File: src/rtl/wb_pkg.sv
// Shared types and constants for the MEM->WB pipeline stage.
package wb_pkg;

  // Occupancy of the two-entry stage buffer.
  typedef enum logic [1:0] {
    EMPTY = 2'd0,
    ONE   = 2'd1,
    TWO   = 2'd2
  } wb_state_e;

  // Default widths.
  localparam int WB_DATA_W_DEF = 32;
  localparam int WB_REG_AW_DEF = 5;
  localparam int WB_CNT_W_DEF  = 16;

  // Register index that never gets written.
  localparam int WB_ZERO_REG = 0;

  // Packed payload width for the given data and register-index widths.
  // Field order is {memtoreg, regwrite, mdout, alu_out, dreg}.
  function automatic int wb_payload_w(input int data_w, input int reg_aw);
    return 2 + 2 * data_w + reg_aw;
  endfunction

endpackage

File: src/rtl/skid_buf2.sv
// Generic two-entry valid/ready buffer on a packed payload.
//
// Handshake: a transfer happens on a side exactly in a cycle where both
// valid and ready are high at the rising edge. in_ready and out_valid
// depend only on the occupancy state, so there is no combinational path
// from in_valid to in_ready or from out_ready to out_valid.
//
// The main register always holds the head entry and drives out_data.
// The skid register only fills when an entry arrives while the head is
// blocked. clr discards both entries and zeroes the payload registers.
module skid_buf2
  import wb_pkg::*;
#(
  parameter int PW = 8
) (
  input  logic          clk,
  input  logic          rst_n,
  input  logic          clr,
  input  logic          in_valid,
  output logic          in_ready,
  input  logic [PW-1:0] in_data,
  output logic          out_valid,
  input  logic          out_ready,
  output logic [PW-1:0] out_data,
  output wb_state_e     state
);

  wb_state_e     r_state;
  wb_state_e     w_state_nxt;
  logic [PW-1:0] r_main;
  logic [PW-1:0] r_skid;

  logic w_accept;
  logic w_deq;
  logic w_load_main_in;
  logic w_load_main_skid;
  logic w_load_skid;

  assign w_accept = in_valid & in_ready;
  assign w_deq    = out_valid & out_ready;

  // State register.
  always_ff @(posedge clk or negedge rst_n) begin
    if (!rst_n) begin
      r_state <= EMPTY;
    end else begin
      r_state <= w_state_nxt;
    end
  end

  // Next-state and payload-load decode.
  always_comb begin
    w_state_nxt      = r_state;
    w_load_main_in   = 1'b0;
    w_load_main_skid = 1'b0;
    w_load_skid      = 1'b0;
    if (clr) begin
      w_state_nxt = EMPTY;
    end else begin
      unique case (r_state)
        EMPTY: begin
          if (w_accept) begin
            w_state_nxt    = ONE;
            w_load_main_in = 1'b1;
          end
        end
        ONE: begin
          if (w_accept && !w_deq) begin
            w_state_nxt = TWO;
            w_load_skid = 1'b1;
          end else if (w_deq && !w_accept) begin
            w_state_nxt = EMPTY;
          end else if (w_accept && w_deq) begin
            w_load_main_in = 1'b1;
          end
        end
        TWO: begin
          if (w_deq) begin
            w_state_nxt      = ONE;
            w_load_main_skid = 1'b1;
          end
        end
        default: begin
          w_state_nxt = EMPTY;
        end
      endcase
    end
  end

  // Handshake outputs from occupancy only.
  always_comb begin
    in_ready  = 1'b0;
    out_valid = 1'b0;
    unique case (r_state)
      EMPTY: begin
        in_ready  = 1'b1;
        out_valid = 1'b0;
      end
      ONE: begin
        in_ready  = 1'b1;
        out_valid = 1'b1;
      end
      TWO: begin
        in_ready  = 1'b0;
        out_valid = 1'b1;
      end
      default: begin
        in_ready  = 1'b0;
        out_valid = 1'b0;
      end
    endcase
  end

  // Payload registers: clear on clr, otherwise load as decoded.
  always_ff @(posedge clk or negedge rst_n) begin
    if (!rst_n) begin
      r_main <= '0;
      r_skid <= '0;
    end else if (clr) begin
      r_main <= '0;
      r_skid <= '0;
    end else begin
      if (w_load_main_in) begin
        r_main <= in_data;
      end else if (w_load_main_skid) begin
        r_main <= r_skid;
      end
      if (w_load_skid) begin
        r_skid <= in_data;
      end
    end
  end

  assign out_data = r_main;
  assign state    = r_state;

endmodule

File: src/rtl/wb_pipe_stage.sv
// MEM->WB pipeline stage: two-entry skid buffer with breakpoint freeze,
// single-step release and flush. It also produces the final write-back
// data/enable and a saturating back-pressure counter.
module wb_pipe_stage
  import wb_pkg::*;
#(
  parameter int DATA_W = WB_DATA_W_DEF,
  parameter int REG_AW = WB_REG_AW_DEF,
  parameter int CNT_W  = WB_CNT_W_DEF
) (
  input  logic              clk,
  input  logic              rst_n,
  input  logic              breakpoint,
  input  logic              step,
  input  logic              flush,
  input  logic              in_valid,
  output logic              in_ready,
  input  logic              in_memtoreg,
  input  logic              in_regwrite,
  input  logic [DATA_W-1:0] in_mdout,
  input  logic [DATA_W-1:0] in_alu_out,
  input  logic [REG_AW-1:0] in_dreg,
  output logic              out_valid,
  input  logic              out_ready,
  output logic              out_memtoreg,
  output logic              out_regwrite,
  output logic [DATA_W-1:0] out_mdout,
  output logic [DATA_W-1:0] out_alu_out,
  output logic [REG_AW-1:0] out_dreg,
  output logic [DATA_W-1:0] wb_data,
  output logic              wb_we,
  output logic [CNT_W-1:0]  stall_cnt,
  output wb_state_e         dbg_state
);

  // Payload record; widths follow this instance's parameters.
  typedef struct packed {
    logic              memtoreg;
    logic              regwrite;
    logic [DATA_W-1:0] mdout;
    logic [DATA_W-1:0] alu_out;
    logic [REG_AW-1:0] dreg;
  } wb_payload_t;

  localparam int PW = wb_payload_w(DATA_W, REG_AW);

  wb_payload_t w_in_pl;
  wb_payload_t w_out_pl;
  logic [PW-1:0] w_out_bits;

  logic w_in_open;
  logic w_out_open;
  logic w_sb_in_valid;
  logic w_sb_in_ready;
  logic w_sb_out_valid;
  logic w_sb_out_ready;
  logic w_stall;

  logic [CNT_W-1:0] r_stall_cnt;

  // Upstream side closes under breakpoint or flush.
  assign w_in_open  = !breakpoint && !flush;
  // Downstream side closes under breakpoint unless a step is presented.
  assign w_out_open = !breakpoint || step;

  assign w_sb_in_valid  = in_valid & w_in_open;
  assign w_sb_out_ready = out_ready & w_out_open;

  assign in_ready  = w_sb_in_ready & w_in_open;
  assign out_valid = w_sb_out_valid & w_out_open;

  assign w_in_pl.memtoreg = in_memtoreg;
  assign w_in_pl.regwrite = in_regwrite;
  assign w_in_pl.mdout    = in_mdout;
  assign w_in_pl.alu_out  = in_alu_out;
  assign w_in_pl.dreg     = in_dreg;

  skid_buf2 #(
    .PW(PW)
  ) u_skid (
    .clk      (clk),
    .rst_n    (rst_n),
    .clr      (flush),
    .in_valid (w_sb_in_valid),
    .in_ready (w_sb_in_ready),
    .in_data  (w_in_pl),
    .out_valid(w_sb_out_valid),
    .out_ready(w_sb_out_ready),
    .out_data (w_out_bits),
    .state    (dbg_state)
  );

  assign w_out_pl     = wb_payload_t'(w_out_bits);
  assign out_memtoreg = w_out_pl.memtoreg;
  assign out_regwrite = w_out_pl.regwrite;
  assign out_mdout    = w_out_pl.mdout;
  assign out_alu_out  = w_out_pl.alu_out;
  assign out_dreg     = w_out_pl.dreg;

  // Final write-back mux and register-file write enable.
  always_comb begin
    wb_data = out_memtoreg ? out_mdout : out_alu_out;
    wb_we   = out_valid & out_ready & out_regwrite &
              (out_dreg != REG_AW'(WB_ZERO_REG));
  end

  assign w_stall = out_valid & !out_ready;

  // Back-pressure counter; saturates and survives flush.
  always_ff @(posedge clk or negedge rst_n) begin
    if (!rst_n) begin
      r_stall_cnt <= '0;
    end else if (w_stall && (r_stall_cnt != {CNT_W{1'b1}})) begin
      r_stall_cnt <= r_stall_cnt + 1'b1;
    end
  end

  assign stall_cnt = r_stall_cnt;

endmodule

File: config.mk
export PLATFORM = sky130hd
export DESIGN_NAME = wb_pipe_stage
export DESIGN_NICKNAME = d
export VERILOG_FILES = /design/src/rtl/wb_pkg.sv /design/src/rtl/skid_buf2.sv /design/src/rtl/wb_pipe_stage.sv
export SDC_FILE = /design/constraint.sdc
export NUM_CORES = 1
export LEC_CHECK = 0
export ABC_AREA = 1
export CAP_MARGIN = 30
export CELL_PAD_IN_SITES_DETAIL_PLACEMENT = 1
export CELL_PAD_IN_SITES_GLOBAL_PLACEMENT = 2
export CORE_ASPECT_RATIO = 0.9
export CORE_MARGIN = 1
export CORE_UTILIZATION = 38
export CTS_BUF_LIST = sky130_fd_sc_hd__clkbuf_4 sky130_fd_sc_hd__clkbuf_8
export CTS_CLUSTER_DIAMETER = 30
export DETAILED_ROUTE_END_ITERATION = 8
export DONT_BUFFER_PORTS = 1
export PLACE_DENSITY_LB_ADDON = 0.1
export SYNTH_ARGS = -nofsm -noshare
export SYNTH_HDL_FRONTEND = slang
export SYNTH_SLANG_ARGS = --single-unit
File: constraint.sdc
create_clock -name clk -period 2.6 [get_ports clk]
set_input_delay 0.52 -clock clk [delete_from_list [all_inputs] [get_ports clk]]
set_output_delay 0.52 -clock clk [all_outputs]
set_load 0.02 [all_outputs]
* Word-level counts from Yosys, hierarchy flattened *
Cells that the tools add are included.

storage, ports and cells
  bits in registers = 160
  input bits = 78
  output and inout bits = 124
  word-level logic and storage cells = 65

operators by class
  add/subtract/negate cells = 1
  eq/ne operators = 6
  muxes and demuxes = 26
  bitwise operators = 10
  reductions and logical operators = 18

operator list
  kind                   count
  $mux 71                5
  $mux 32                1
  $add 16x1->16 const B  1
  $ne 16x16->1 const B   1
  $mux 1                 13
  $and 1x1->1            10
  $mux 2                 5
  $ne 3x2->1 const B     2
  $pmux 2 s3             1
  $logic_and 1x1->1      5
  $logic_not 1->1        5
  $reduce_bool 5->1      1
  $ne 4x2->1 const B     1
  $reduce_or 2->1        2
  $reduce_and 3->1       1
  $reduce_bool 3->1      1
  $eq 2x1->1 const B     1
  $eq 2x2->1 const B     1
  $logic_not 2->1        1
  $pmux 1 s2             1
  $reduce_bool 2->1      1
  $logic_or 1x1->1       1

* Logic depth before layout (Yosys ltp) *
  depth after elaboration = 12
  depth in mapped cells = 15

* By module *
From an unflattened synthesis, not the netlist that was laid out.

second synthesis, totals
  cells, all modules = 1,136
  area total of the unflattened synthesis = 8,471.9 µm²

modules (own cells, without submodules)
  module         times used  cells each  area each (µm²)  sequential area each (µm²)
  skid_buf2      1           919         6,954.2          3,603.5
  wb_pipe_stage  1           217         1,517.7          400.4

* Worst setup path before layout *
No wires, ideal clock.

  path type = flip-flop to flip-flop
  start point = register u_skid.r_state[0], in the netlist u_skid.state[0]
  end point = register u_skid.r_main[0], in the netlist u_skid.out_data[0]
  library setup time = 132 ps
  arrival time = 2,211 ps
  required time = 2,468 ps
  setup slack = 257 ps
  cell stages (with the launch flop) = 13
  period minus slack after synthesis = 2,343 ps
  cell sequence = dfrtp_1 inv_1 ha_1 nand2_1 inv_1 nand2_1 inv_1 ha_1 nand2_1 nand2_2 o21ai_2 clkbuf_1 o21ai_1

on the way
  longest elaborated chain between the ends = 12

RTL lines
  element                                               RTL line                          RTL
  from (decl)                                           skid_buf2.sv:28                   wb_state_e r_state;
  from (signal assigned)                                skid_buf2.sv:47                   r_state <= w_state_nxt;
  $eq 2x1->1, or another cell as far along              skid_buf2.sv:60, skid_buf2.sv:94
  $reduce_or 2->1 (no source line)                      n/a
  $mux 1                                                skid_buf2.sv:94                   unique case (r_state)
  $and 1x1->1, on equally long branches                 skid_buf2.sv:39, skid_buf2.sv:40
  $logic_and 1x1->1 or $logic_not 1->1 (tied branches)  skid_buf2.sv:73, skid_buf2.sv:71
  $mux 1 or $logic_and 1x1->1 (tied branches)           skid_buf2.sv:73, skid_buf2.sv:71
  $mux 1                                                skid_buf2.sv:71                   end else if (w_deq && !w_accept) begin
  $mux 1                                                skid_buf2.sv:68                   if (w_accept && !w_deq) begin
  $pmux 1 s2                                            skid_buf2.sv:60                   unique case (r_state)
  $mux 1                                                skid_buf2.sv:57                   if (clr) begin
  $mux 71                                               skid_buf2.sv:123                  if (w_load_main_in) begin
  $mux 71                                               skid_buf2.sv:119                  end else if (clr) begin
  to (signal assigned)                                  skid_buf2.sv:124                  r_main <= in_data;
  to (signal assigned)                                  skid_buf2.sv:126                  r_main <= r_skid;
  to (decl)                                             skid_buf2.sv:30                   logic [PW-1:0] r_main;

Parallel ways exist; a longest one is shown, timed or not.
A chain may end at the register's enable or synchronous reset.

* Worst setup path in the final report *
  start point = register u_skid.r_state[1], in the netlist u_skid.state[1]
  end point = output port wb_we

on the way
  longest elaborated chain between the ends = 7

RTL lines
  element                                   RTL line              RTL
  $eq 2x1->1 or $eq 2x2->1 (tied branches)  skid_buf2.sv:94
  $reduce_or 2->1 (no source line) (*)      n/a
  $mux 1 (*)                                skid_buf2.sv:94
  $and 1x1->1 (*)                           wb_pipe_stage.sv:70   assign out_valid = w_sb_out_valid & w_out_open;
  $and 1x1->1 (*) (3 in a row)              wb_pipe_stage.sv:103  wb_we = out_valid & out_ready & out_regwrite &
  to (decl)                                 wb_pipe_stage.sv:31   output logic wb_we,

Every way passes the cells marked *; elsewhere a longest branch is shown, timed or not.

==> results <==
[kinds of logic after synthesis]
logic type | synth area share [%]
adder cells (fa/ha/maj) | 0.970
XOR/XNOR | 1.02
buffers and inverters | 9.80
multiplexers | 4.66
AND/OR/NAND/NOR | 19.1
flip-flops | 51.7
AO/OA/AOI/OAI | 12.7
[through the flow]
stage / hold WS (ns) / cell area (sq um) / utilization [%] / cells
2_1_floorplan: 0.224 / 7740 / - / 937
3_3_place_gp: 0.228 / 8090 / 40.5 / 1158
3_5_place_dp: 0.228 / 8090 / 40.5 / 1158
4_1_cts: -0.303 / 8510 / 42.6 / 1190
5_1_grt: -0.316 / 8530 / 42.7 / 1190
6_report: -0.271 / 8530 / 42.7 / 1190
[state kept, by name, indices dropped and copies added, names as in the netlist]
name and flops:
u_skid.out_data 71, u_skid.r_skid 71, u_skid.state 2, stall_cnt 16
[cell usage after synthesis (2+ instances only)]
library cell and instances:
mux2_2 32, nor3_1 7, dfrtp_1 160, o21ai_1 24
o22ai_1 41, nand3b_1 2, inv_1 131, buf_1 4
clkbuf_1 34, nand2_1 243, buf_2 9, xnor2_1 2
inv_2 2, nand3_1 83, xor2_1 7, nor2_1 15
o21ai_0 117, nand4_1 3, ha_1 6, buf_4 8
[metal layers]
| layer | GRT usage (%) | vias up | wire length [microns] |
|---|---|---|---|
| met2 | 38.8 | 156 | 11300 |
| met1 | 29.4 | 3270 | 10600 |
| met3 | 6.39 | 14 | 1260 |
| met4 | 5.44 | 0 | 225 |
| met5 | 0 | - | 0 |
| li1 | - | 2986 | - |
[final cells by class]
class / instances / area, sq um / share of cell area, %
inverter: 133 / 499 / 5.85
tap: 255 / 319 / 3.74
multi-input combinational: 588 / 3020 / 35.4
sequential: 160 / 4010 / 47.0
clock buffer: 18 / 248 / 2.90
timing repair buffer: 22 / 256 / 3.01
clock inverter: 14 / 179 / 2.10
[path summary, 6_finish.rpt]
| check | startpoint | depth (start not counted) | to |
|---|---|---|---|
| setup / recovery | u_skid.state[1] | 9 | wb_we |
| hold / removal | rst_n | 0 | stall_cnt[6] |
| setup reg to reg | u_skid.state[0] | 12 | u_skid.out_data[37] |
| hold reg to reg | u_skid.r_skid[5] | 2 | u_skid.r_skid[5] |
| max in group asynchronous | rst_n | 0 | u_skid.out_data[70] |
| min in group clk | in_alu_out[3] | 2 | u_skid.r_skid[8] |
[power breakdown]
| part | switching, mW | total, mW | internal (mW) |
|---|---|---|---|
| Clock | 1.03 | 2.02 | 0.990 |
| Combinational | 0.573 | 0.865 | 0.292 |
| Sequential | 0.357 | 3.00 | 2.64 |
| Total | 1.96 | 5.88 | 3.93 |
[critical path: cells and delay by family (launching register included)]
kind / cells / cell delay, ns
buffers and inverters: 4 / 0.43
flip-flops: 1 / 0.36
adder cells (fa/ha/maj): 1 / 0.28
AND/OR/NAND/NOR: 3 / 0.26
AO/OA/AOI/OAI: 1 / 0.14
[repair_timing]
action / 4_1_cts / 5_1_grt
gates resized for setup: 0 / 3
setup endpoints to repair: 0 / 46
endpoints found under the hold margin: 160 / 160
==> impl_metrics.yaml <==
timing:
  post-route-period-util_pct: 93.9
  fin_hold_ws_ns: -0.271
  relSlewSlack_pct: 63.5
  final.min_clock_period_ns: 2.44
  setup-violations-final: 0
  setup_tns_ns: 0
  rsz0062_at_grt: "no"
  timing.final.ws_setup_ns: 0.159
  fin_skew_ns: 0.0156
  tightest_slew_ns: 0.548
  slew_viol_final: 0
  hold_viol: 160
  max_clock_freq_ghz: 0.410
power:
  ir_worst_vdd_v: 0.000351
  p_leak_nw: 4.09
  p_total_mw: 5.88
  p_per_area_mw_per_mm2: 690
floorplanning:
  die_area_sq_mm: 0.0209
  die_x_microns: 152
  pin_count: 202
  initial_utilization_pct: 38.7
  core_area_sq_mm: 0.0200
  chipHeight_microns: 137
  row_count: 49
routing:
  via_per_inst: 5.40
  wirelength_microns: 23400
  drtPass1Iterations: 7
  wl_per_cell_microns: 19.7
  vias: 6426
  drcViolationCount: 14
  drt_iter0_drc: 305
  ant_nets: 0
setup_path:
  setup.worst_path.start_class: "flip-flop"
  path_class: "flip-flop to primary output"
  crit_path_end_kind: "primary output"
  cp_cell_sequence: "inv_1, ha_4, nand2_1, inv_1, nand2_1, inv_1, nand2_1, a21oi_1, buf_4"
  cp_data_arrival_time_ns: 1.92
  cpPeakStageDelay_ns: 0.36
  critical_path_peak_fanout: 3
  crit_slowest_cell: "dfrtp_1"
  r2r_slack_ns: 0.22
  required_ns: 2.08
placement:
  hpwlAfterDp_microns: 15300
  pre_cts_ws_ns: 0.0543
  gp_congestion: 0.789
  portBuffers: 0
synth:
  synthTopCellsByArea: "dfrtp_1, nand2_1, o21ai_0"
  synth_warnings: 0
  yosysTopAreaCell: "dfrtp_1"
  synthCells: 937
  syn-num-nets: 1021
  ys_types: 27
  ys_ff_latch: 160
  synth_seq_area_share_pct: 51.7
  synth_edf_count: 0
  syn_area_per_cell_sq_um: 8.26
  async_flop_share_pct: 100
  ys.flop_type: "dfrtp_1"
  synth_top_area_share_pct: 51.7
  synth_area_sq_mm: 0.00774
outcome:
  outcome: "complete, but fails checks"
  violations: "design-rule violations, negative hold slack"
cts:
  cts_tree: "yes"
  post_cts_buffers: 0
  numCtsBuffers: 17
  clkSlewWorstSetupHoldPaths_ns: 0.10
  cts-root-buf: "clkbuf_8"
  clock_sinks: 160
  cts.htree.levels: 4
  cts_buffer_depth: 2
  clock_latency_ns: 0.47
finish:
  drive_gt1_share_pct: 10.5
  n_fill_cell: 2388
  mostFrequentLayoutCells: "nand2_1, dfrtp_1, inv_1"
  final_common_cell: "nand2_1"
  antenna_cells: 0
  synthToLayoutAreaGrowth_pct: 10.2
  final_nets: 1006
grt:
  grt_max_degree: 161
  grt-ovfl-total: 0
  grt_pass1_wl_microns: 36900
  antenna_found_initial: 0
  first_global_vias: 6744
  grtUsageTotal_pct: 23.0
min_path:
  holdCritPathClass: "input port to asynchronous set/reset pin"
flow_run:
  cap_violations: 0
(Power assumes the default switching activity.)
